`config.mk`:
```
export PLATFORM = sky130hd
export DESIGN_NAME = game_controller
export DESIGN_NICKNAME = d
export VERILOG_FILES = /design/src/rtl/game_controller.sv
export SDC_FILE = /design/constraint.sdc
export NUM_CORES = 1
export LEC_CHECK = 0
export ABC_AREA = 1
export BUFFER_PORTS_ARGS = -buffer_cell sky130_fd_sc_hd__clkbuf_2
export CAP_MARGIN = 40
export CORE_AREA = 4 4 86 88
export CTS_BUF_LIST = sky130_fd_sc_hd__clkbuf_8
export DETAILED_ROUTE_END_ITERATION = 16
export DIE_AREA = 0 0 90 92
export PLACE_DENSITY = 0.72
export SYNTH_ARGS = -nofsm -noshare
export SYNTH_HDL_FRONTEND = slang
export SYNTH_SLANG_ARGS = --single-unit
```
`constraint.sdc`:
```
create_clock -name clk -period 4.1 [get_ports clk]
set_input_delay 0.41 -clock clk [delete_from_list [all_inputs] [get_ports clk]]
set_output_delay 0.41 -clock clk [all_outputs]
set_load 0.05 [all_outputs]
```
`src/rtl/game_controller.sv`:
```
// Match sequencer for a two-player paddle game: serve hold, BCD countdown,
// edge-detected miss scoring, win/time-out detection and winner reporting.
module game_controller #(
   parameter int unsigned TICKS_PER_SEC = 25000000,
   parameter int unsigned GAME_SECONDS  = 60,
   parameter int unsigned SERVE_SECONDS = 2,
   parameter int unsigned WIN_SCORE     = 9
) (
   input  logic       clk,
   input  logic       rst,
   input  logic       start,
   input  logic       miss1,
   input  logic       miss2,
   output logic       stop,
   output logic [3:0] sec1,
   output logic [3:0] sec0,
   output logic [3:0] score1,
   output logic [3:0] score2,
   output logic [1:0] winner,
   output logic [1:0] phase
);

   typedef enum logic [1:0] {
      S_IDLE  = 2'd0,
      S_SERVE = 2'd1,
      S_PLAY  = 2'd2,
      S_OVER  = 2'd3
   } state_t;

   localparam int unsigned   CW         = (TICKS_PER_SEC > 1) ? $clog2(TICKS_PER_SEC) : 1;
   localparam logic [CW-1:0] TICK_LAST  = CW'(TICKS_PER_SEC - 1);
   localparam logic [3:0]    TENS_INIT  = 4'(GAME_SECONDS / 10);
   localparam logic [3:0]    UNITS_INIT = 4'(GAME_SECONDS % 10);
   localparam logic [3:0]    SERVE_LAST = 4'(SERVE_SECONDS - 1);
   localparam logic [3:0]    WIN        = 4'(WIN_SCORE);

   state_t        state_q, state_d;
   logic [CW-1:0] presc_q, presc_d;
   logic [3:0]    serve_q, serve_d;
   logic [3:0]    sec1_q, sec1_d, sec0_q, sec0_d;
   logic [3:0]    score1_q, score1_d, score2_q, score2_d;
   logic [1:0]    winner_q, winner_d;
   logic          stop_q, stop_d;
   logic          start_q, miss1_q, miss2_q;

   logic tick, start_ev, m1_ev, m2_ev, scored;

   assign tick     = (presc_q == TICK_LAST);
   assign start_ev = start & ~start_q;
   assign m1_ev    = miss1 & ~miss1_q;
   assign m2_ev    = miss2 & ~miss2_q;
   assign scored   = m1_ev ^ m2_ev;

   // State register.
   always_ff @(posedge clk or posedge rst) begin
      if (rst) state_q <= S_IDLE;
      else     state_q <= state_d;
   end

   // Next state plus score, clock and prescaler updates.
   always_comb begin
      state_d  = state_q;
      serve_d  = serve_q;
      sec1_d   = sec1_q;
      sec0_d   = sec0_q;
      score1_d = score1_q;
      score2_d = score2_q;
      unique case (state_q)
         S_IDLE, S_OVER: begin
            if (start_ev) begin
               state_d  = S_SERVE;
               serve_d  = '0;
               score1_d = '0;
               score2_d = '0;
               sec1_d   = TENS_INIT;
               sec0_d   = UNITS_INIT;
            end
         end
         S_SERVE: begin
            if (tick) begin
               if (serve_q == SERVE_LAST) state_d = S_PLAY;
               else                       serve_d = serve_q + 4'd1;
            end
         end
         S_PLAY: begin
            if (m1_ev && !m2_ev && score2_q != 4'hF) score2_d = score2_q + 4'd1;
            if (m2_ev && !m1_ev && score1_q != 4'hF) score1_d = score1_q + 4'd1;
            if (tick && (sec1_q != 4'd0 || sec0_q != 4'd0)) begin
               if (sec0_q == 4'd0) begin
                  sec1_d = sec1_q - 4'd1;
                  sec0_d = 4'd9;
               end else begin
                  sec0_d = sec0_q - 4'd1;
               end
            end
            // The score lands before the time-out test, so a point scored on
            // the final tick still counts toward the winner.
            if (scored && (score1_d == WIN || score2_d == WIN))
               state_d = S_OVER;
            else if (tick && sec1_d == 4'd0 && sec0_d == 4'd0)
               state_d = S_OVER;
            else if (m1_ev || m2_ev) begin
               state_d = S_SERVE;
               serve_d = '0;
            end
         end
         default: state_d = S_IDLE;
      endcase
      presc_d = (state_d != state_q || tick) ? '0 : presc_q + 1'b1;
   end

   // Registered output values derived from the next state.
   always_comb begin
      stop_d   = (state_d != S_PLAY);
      winner_d = 2'b00;
      if (state_d == S_OVER) begin
         if (state_q == S_OVER)         winner_d = winner_q;
         else if (score1_d > score2_d)  winner_d = 2'b01;
         else if (score2_d > score1_d)  winner_d = 2'b10;
         else                           winner_d = 2'b11;
      end
   end

   // Datapath, history and output registers.
   always_ff @(posedge clk or posedge rst) begin
      if (rst) begin
         presc_q  <= '0;
         serve_q  <= '0;
         sec1_q   <= TENS_INIT;
         sec0_q   <= UNITS_INIT;
         score1_q <= '0;
         score2_q <= '0;
         winner_q <= 2'b00;
         stop_q   <= 1'b1;
         start_q  <= 1'b0;
         miss1_q  <= 1'b0;
         miss2_q  <= 1'b0;
      end else begin
         presc_q  <= presc_d;
         serve_q  <= serve_d;
         sec1_q   <= sec1_d;
         sec0_q   <= sec0_d;
         score1_q <= score1_d;
         score2_q <= score2_d;
         winner_q <= winner_d;
         stop_q   <= stop_d;
         start_q  <= start;
         miss1_q  <= miss1;
         miss2_q  <= miss2;
      end
   end

   assign stop   = stop_q;
   assign sec1   = sec1_q;
   assign sec0   = sec0_q;
   assign score1 = score1_q;
   assign score2 = score2_q;
   assign winner = winner_q;
   assign phase  = state_q;

endmodule

```
==> metrics.txt, run 1 <==
run status=complete, no violations; biggest area contributors in the synthesized netlist=dfrtp_1, nand2_1, nor3_2; length of the first detailed-routing pass in iterations=4; Cell Pwr Density=about 530 mW/mm^2; global placer's final weighted congestion=about 0.82; buffers added on ports=25; register area share after synthesis=about 38%; worst hold path stage count=1; number of buffers added by the clock tree synthesis step=5; critical path arrival=approximately 3.2 ns; post-synthesis cell area=about 0.0035 sq mm; total met2 wirelength after detailed routing=3.41 mm; count leader, synth=nand2_1; number of buffers added for setup after CTS=0; final number of max-transition violations=0; average detailed-routed wire length per instance=roughly 13 microns; unrepaired setup endpoints after global routing=false; top metal layer carrying routed signals=met4; Hold Worst Slack=roughly 0.23 ns; Async S/R FF share, synth=100%; class of the worst hold path=primary input to flip-flop; multiplexer share of the synthesized area=0%; max-cap check violation count=0; xor and xnor area share after synthesis=a little under 7%; post-synthesis simple-gate area fraction=between 30% and 40%; Yosys warnings=0; count of clock tree sinks=53; post-synthesis area per instance=around 8.3 sq um; number of endpoints with negative hold slack in the final report=0; DRC Markers=0; die area=roughly 0.0083 sq mm; initial drt markers=102; number of enable-type register cells in the synthesized netlist=0; pin count of the biggest net entering global routing=54; average vias per placed instance=approximately 5.3; Initial Util=53.3%; gate count of the mapped netlist=roughly 430; sum of overflow across all layers after global routing=0; cell types with the highest counts after synthesis=nand2_1, inv_1, dfrtp_1; final instance area=between 0.003 and 0.004 sq mm; Detailed Route WL=6.73 mm; library cell occupying the most area in the post-synthesis netlist=dfrtp_1; Setup TNS Final=0 ns; synth unique cells=37; clock skew=roughly 0.0086 ns; type of the worst setup path=flip-flop to flip-flop; dominant combinational cell family by area after synthesis=simple AND/OR/NAND/NOR gates; num rows=30; post-detailed-placement half-perimeter wirelength=5.11 mm; number of nets in the finished design=approximately 470; number of gates resized after CTS=0; Max Freq=0.338 GHz; Core Region=roughly 0.0066 sq mm; CTS Buffer Depth=2; area fraction in compound gates after synthesis=between 7 and 8%; Clock Latency Late Sink=around 0.30 ns; Area Overhead vs Synth=7.31%; GRT Total Usage=17.3%; Static Leak=about 1.7 nW; Slew headroom=about 55%; count of cells along the worst register-to-register path=13; measured slew at the worst slew-check pin=between 0.6 and 0.7 ns; synthesized-area fraction occupied by adder cells=between 6 and 7%; Startpoint Class=flip-flop; vias in the first global route=2,716; TritonCTS clock tree=yes; hold_buf cts=0; clock-pin slew reported for the worst setup and hold paths after clock tree synthesis=~0.090 ns; nature of the critical path endpoint=flip-flop; Ports=26; crit-path max FO=7; global-route wire length before repair=around 12 mm; share of layout cells above drive strength 1=23.2%; peak ir drop on the vdd network=484 uV; portion of synthesized cell area occupied by the leading cell type=between 30% and 40%; Post-DRT Antenna Nets=0; number of register bits inferred by synthesis=53; antenna diode count=0; Net Count, Synth=about 450; DR vias=2,803; post-route clock period utilization=between 70% and 80%; time the worst path needs with I/O delays and setup=2.96 ns; dominant synthesized flop cell=dfrtp_1; setup violation total in the final timing report=0; number of placed instances with taps included=around 520; library cell used as clock root buffer=clkbuf_8; Die Span X=90 microns; H-Tree Depth=2; metal3 WL=roughly 210 microns; Crit path required time=roughly 4.3 ns; routed metal-1 wirelength=~3.0 mm; final cell count without fillers=532; number of antenna violations at the first check in global routing=0; Area after DPL=~0.0037 sq mm; height of the die=~92 microns
## per-layer routing
metal | vias up | global-route usage, %
li1 | 1444 | -
met1 | 1319 | 21.6
met2 | 33 | 31.2
met3 | 7 | 3.04
met4 | 0 | 3.95
met5 | - | 0
## kinds of logic (layout without fill, tap and decap cells)
kind of cell,after synthesis,after routing
AOI/OAI and AO/OA,47,47
xor gates and xnor gates,28,28
adders and majority gates,17,17
buffers and inverters,71,97
DFF,53,53
and+or+nand+nor,210,210
## sequential cells by signal, summed over array words and instances (netlist names), 2 cells and up
signal   cells
sec1         4
sec0         4
score1       4
serve_q      4
winner       2
phase        2
presc_q     25
score2       4
## cell type report
| class | instances | area [sq um] |
|---|---|---|
| Multi-Input combinational cell | 302 | 1910 |
| Sequential cell | 53 | 1330 |
| Inverter | 63 | 236 |
| Clock inverter | 2 | 7.51 |
| Timing Repair Buffer | 26 | 133 |
| Fill cell | 634 | 2840 |
| Clock buffer | 6 | 82.6 |
| Tap cell | 80 | 100 |
## path summary, 6_finish.rpt
kind                                       from                      to  slack, ns
setup / recovery             phase[0]$_DFF_PP0_   winner[0]$_DFFE_PP0P_       1.14
hold / removal                            miss1       miss1_q$_DFF_PP0_       0.23
setup reg to reg             phase[0]$_DFF_PP0_   winner[0]$_DFFE_PP0P_       1.14
hold reg to reg            presc_q[0]$_DFF_PP0_    presc_q[0]$_DFF_PP0_       0.50
max in group asynchronous                   rst  serve_q[1]$_DFFE_PP0P_       3.39
min in group asynchronous                   rst   presc_q[22]$_DFF_PP0_       0.26
## critical path: stages, from the launching register on
cell     delay [ns]
dfrtp_1        0.47
inv_1          0.15
ha_1           0.37
inv_1          0.08
nor2_1         0.37
nor2_1         0.22
o22ai_1        0.26
inv_1          0.08
ha_1           0.30
a21oi_1        0.07
o21ai_0        0.20
nand2_1        0.10
o22ai_1        0.12
nor2_1         0.06
## cells in the final DEF, fill, tap and decap left out, types with 2 or more instances in the layout
master    netlist  final
nand4_1         9      9
o21ai_2         2      2
o22ai_1         9      9
dfstp_2         3      3
xnor2_1         7      7
nor2_1         28     28
nor3_2         24     24
nor3_1          9      9
ha_1           17     17
o21ai_0        17     17
clkbuf_8        0      6
dfrtp_1        50     50
nand3_1        28     28
xor2_1         21     21
nand2_1        79     79
o21bai_1        2      2
inv_1          51     52
a21oi_1        10     10
inv_2          11     12
o31ai_1         3      3
nor2_4          4      4
nor2_2          8      8
nand2_2         6      6
nand3_2         9      9
clkbuf_2        0     25
## per-stage QoR
stage	setup slack, ns	util, %	power, mW
after floorplan	1.31	-	1.61
after global placement	1.22	55.8	1.71
after detailed placement	1.14	55.8	1.74
after CTS	1.12	57.2	2.04
after global routing	0.825	57.2	2.19
final	1.14	57.2	2.01
## power breakdown
group / internal, mW / switching (mW) / leakage, nW
Sequential: 0.588 / 0.0686 / 0.712
Combinational: 0.250 / 0.807 / 0.900
Clock: 0.133 / 0.162 / 0.0538
Note: power is estimated with default switching activity, not from simulation.
==> inputs of run 2 (changes only) <==
- PLACE_DENSITY: 0.72 -> 0.75
- clock period: 4.1 -> 2.66 ns (I/O delays scaled with it)
==> metrics.txt, run 2 (synthesized netlist as in run 1, its figures left out) <==
count of cells along the worst register-to-register path=17 (+4); Crit path required time=2.89 ns (-1.41 ns); pre-CTS WS=0.0823 ns (-1.06 ns); antenna diode count=0 (unchanged); pin count of the biggest net entering global routing=37 (-31%); average vias per placed instance=5.37 (+1.9%); type of the worst setup path=flip-flop to flip-flop; Ports=26 (unchanged); final core utilization=61.7% (+4.5 points); clock-pin slew reported for the worst setup and hold paths after clock tree synthesis=0.10 ns (about the same); share of layout cells above drive strength 1=30.0% (+6.8 points); vias in the first global route=2,801 (+3.1%); length of the first detailed-routing pass in iterations=4 (unchanged); height of the die=92 microns (unchanged); measured slew at the worst slew-check pin=0.609 ns (-0.0606 ns); leading cell type in the layout, fill and taps excluded=nand2_1; peak ir drop on the vdd network=1020 uV (+110%); clock skew=0.00498 ns (-0.00363 ns); max-cap check violation count=0 (unchanged); Static Leak=1.76 nW (+5.7%); destination of the worst register-to-register timing path=presc_q[24]$_DFF_PP0_; sum of overflow across all layers after global routing=0 (unchanged); time the worst path needs with I/O delays and setup=2.50 ns (-0.460 ns); Die Span X=90 microns (unchanged); Hold Crit Start=miss2; post-detailed-placement half-perimeter wirelength=5.38 mm (+5.4%); area of combinational cells with multiple inputs=0.00212 sq mm (+11%); hold path endpoint=miss2_q$_DFF_PP0_; GRT Total Usage=17.9% (+0.58 points); Clock Latency Late Sink=0.31 ns (about the same); Setup WS post-layout=0.159 ns (-0.980 ns); flip-flop count of the largest register after layout=25 (unchanged); DR vias=2,931 (+4.6%); number of antenna violations at the first check in global routing=0 (unchanged); number of endpoints with negative hold slack in the final report=0 (unchanged); buffers added on ports=25 (unchanged); filler cell count=576 (-9.1%); nature of the critical path endpoint=flip-flop; Post-DRT Antenna Nets=0 (unchanged); average detailed-routed wire length per instance=13.9 microns (+10%); area taken by flip-flops and latches=0.00133 sq mm (+0.28%); worst hold path stage count=1 (unchanged); number of buffers added by the clock tree synthesis step=5 (unchanged); DRC Markers=0 (unchanged); setup slack of the most critical reg-to-reg path=0.16 ns (-0.98 ns); post-route clock period utilization=94.0% (+22 points); H-Tree Depth=2 (unchanged); TritonCTS clock tree=yes; register with the most flip-flops=presc_q; number of nets in the finished design=487 (+3.0%); die area=0.00828 sq mm (unchanged); CTS Buffer Depth=2 (unchanged); initial drt markers=137 (+34%); Initial Util=53.3% (unchanged); class of the worst hold path=primary input to flip-flop; Startpoint Class=flip-flop; Cell Pwr Density=931 mW/mm^2 (+76%); Max Freq=0.400 GHz (+18%); Area Overhead vs Synth=15.8%; setup violation total in the final timing report=0 (unchanged); run status=complete, no violations; Core Region=0.00664 sq mm (unchanged); most frequent cells in the layout=nand2_1, inv_1, dfrtp_1; overall power=3.82 mW (+90%); Detailed Route WL=7.60 mm (+13%); crit-path max FO=7 (unchanged); global placer's final weighted congestion=0.895 (+9.3%); global-route wire length before repair=12.4 mm (+2.8%); Reg2Reg Launch Point=presc_q[0]$_DFF_PP0_; library cell used as clock root buffer=clkbuf_8; num rows=30 (unchanged); critical path arrival=2.73 ns (-0.43 ns); count of clock tree sinks=53 (unchanged); Slew headroom=59.0% (+3.6 points); final number of max-transition violations=0 (unchanged)
-- run 2: cell count changes in the layout (fill, tap and decap cells not counted), sizes merged --
| cell | previous run | this run |
|---|---|---|
| nand2 | 86 | 89 |
| clkinvlp | 0 | 1 |
| buf | 1 | 11 |
| dlygate4sd3 | 0 | 1 |
| clkbuf | 31 | 30 |
-- run 2: layout make-up --
class / instances / area share (%)
multi-input combinational: 305 / 51.6
inverter: 63 / 5.77
timing repair buffer: 37 / 5.61
clock inverter: 3 / 0.366
sequential: 53 / 32.5
tap: 80 / 2.44
clock buffer: 5 / 1.68
-- run 2: metal layers --
metal | share of wire, % | track usage, %
met4 | 1.0 | 5.23
met2 | 51 | 31.9
met3 | 3.6 | 3.36
met1 | 44 | 22.0
met5 | 0 | 0
-- run 2: how the worst max path moves through the flow --
stage	slack [ns]	endpoint	start
2_1_floorplan	0.07	winner[0]$_DFFE_PP0P_	phase[0]$_DFF_PP0_
3_3_place_gp	0.17	presc_q[0]$_DFF_PP0_	miss2
6_report	0.16	presc_q[24]$_DFF_PP0_	presc_q[0]$_DFF_PP0_
5_1_grt	-0.04	presc_q[24]$_DFF_PP0_	presc_q[0]$_DFF_PP0_
4_1_cts	0.07	winner[0]$_DFFE_PP0P_	phase[1]$_DFF_PP0_
3_5_place_dp	0.08	winner[0]$_DFFE_PP0P_	phase[1]$_DFF_PP0_
-- run 2: power breakdown --
group | total (mW) | switching (mW) | internal [mW]
sequential | 1.02 | 0.107 | 0.909
clock | 0.452 | 0.272 | 0.179
combinational | 2.35 | 1.66 | 0.692
-- run 2: repair_timing --
| item | 4_1_cts | 5_1_grt |
|---|---|---|
| setup buffers | 0 | 3 |
| gates resized for setup | 0 | 36 |
| hold buffers | 1 | 0 |
| endpoints found under the setup margin | 0 | 27 |
| endpoints found under the hold margin | 16 | 0 |
-- run 2: critical path: stages, from the launching register on --
cell,delay (ns)
dfrtp_1,0.38
ha_2,0.22
nand3_2,0.12
nor2_4,0.18
nand3_2,0.10
nor2_4,0.14
nand3_1,0.09
nand2_1,0.10
nand2_1,0.07
nor2_2,0.14
nand3_2,0.09
nand2_1,0.07
nand2_1,0.06
nand3_2,0.11
nand2_4,0.09
nand2_8,0.18
nand2_8,0.11
nor3_1,0.17
-- run 2: through the flow --
step                      hold slack, ns  cells  cell area [sq um]  setup TNS (ns)
after CTS                         0.0607    540               3870               0
after global routing              0.0594    546               4100         -0.0491
after detailed placement           0.257    531               3780               0
after global placement             0.249    531               3780               0
final                             0.0636    546               4100               0
after floorplan                    0.297    426               3540               0
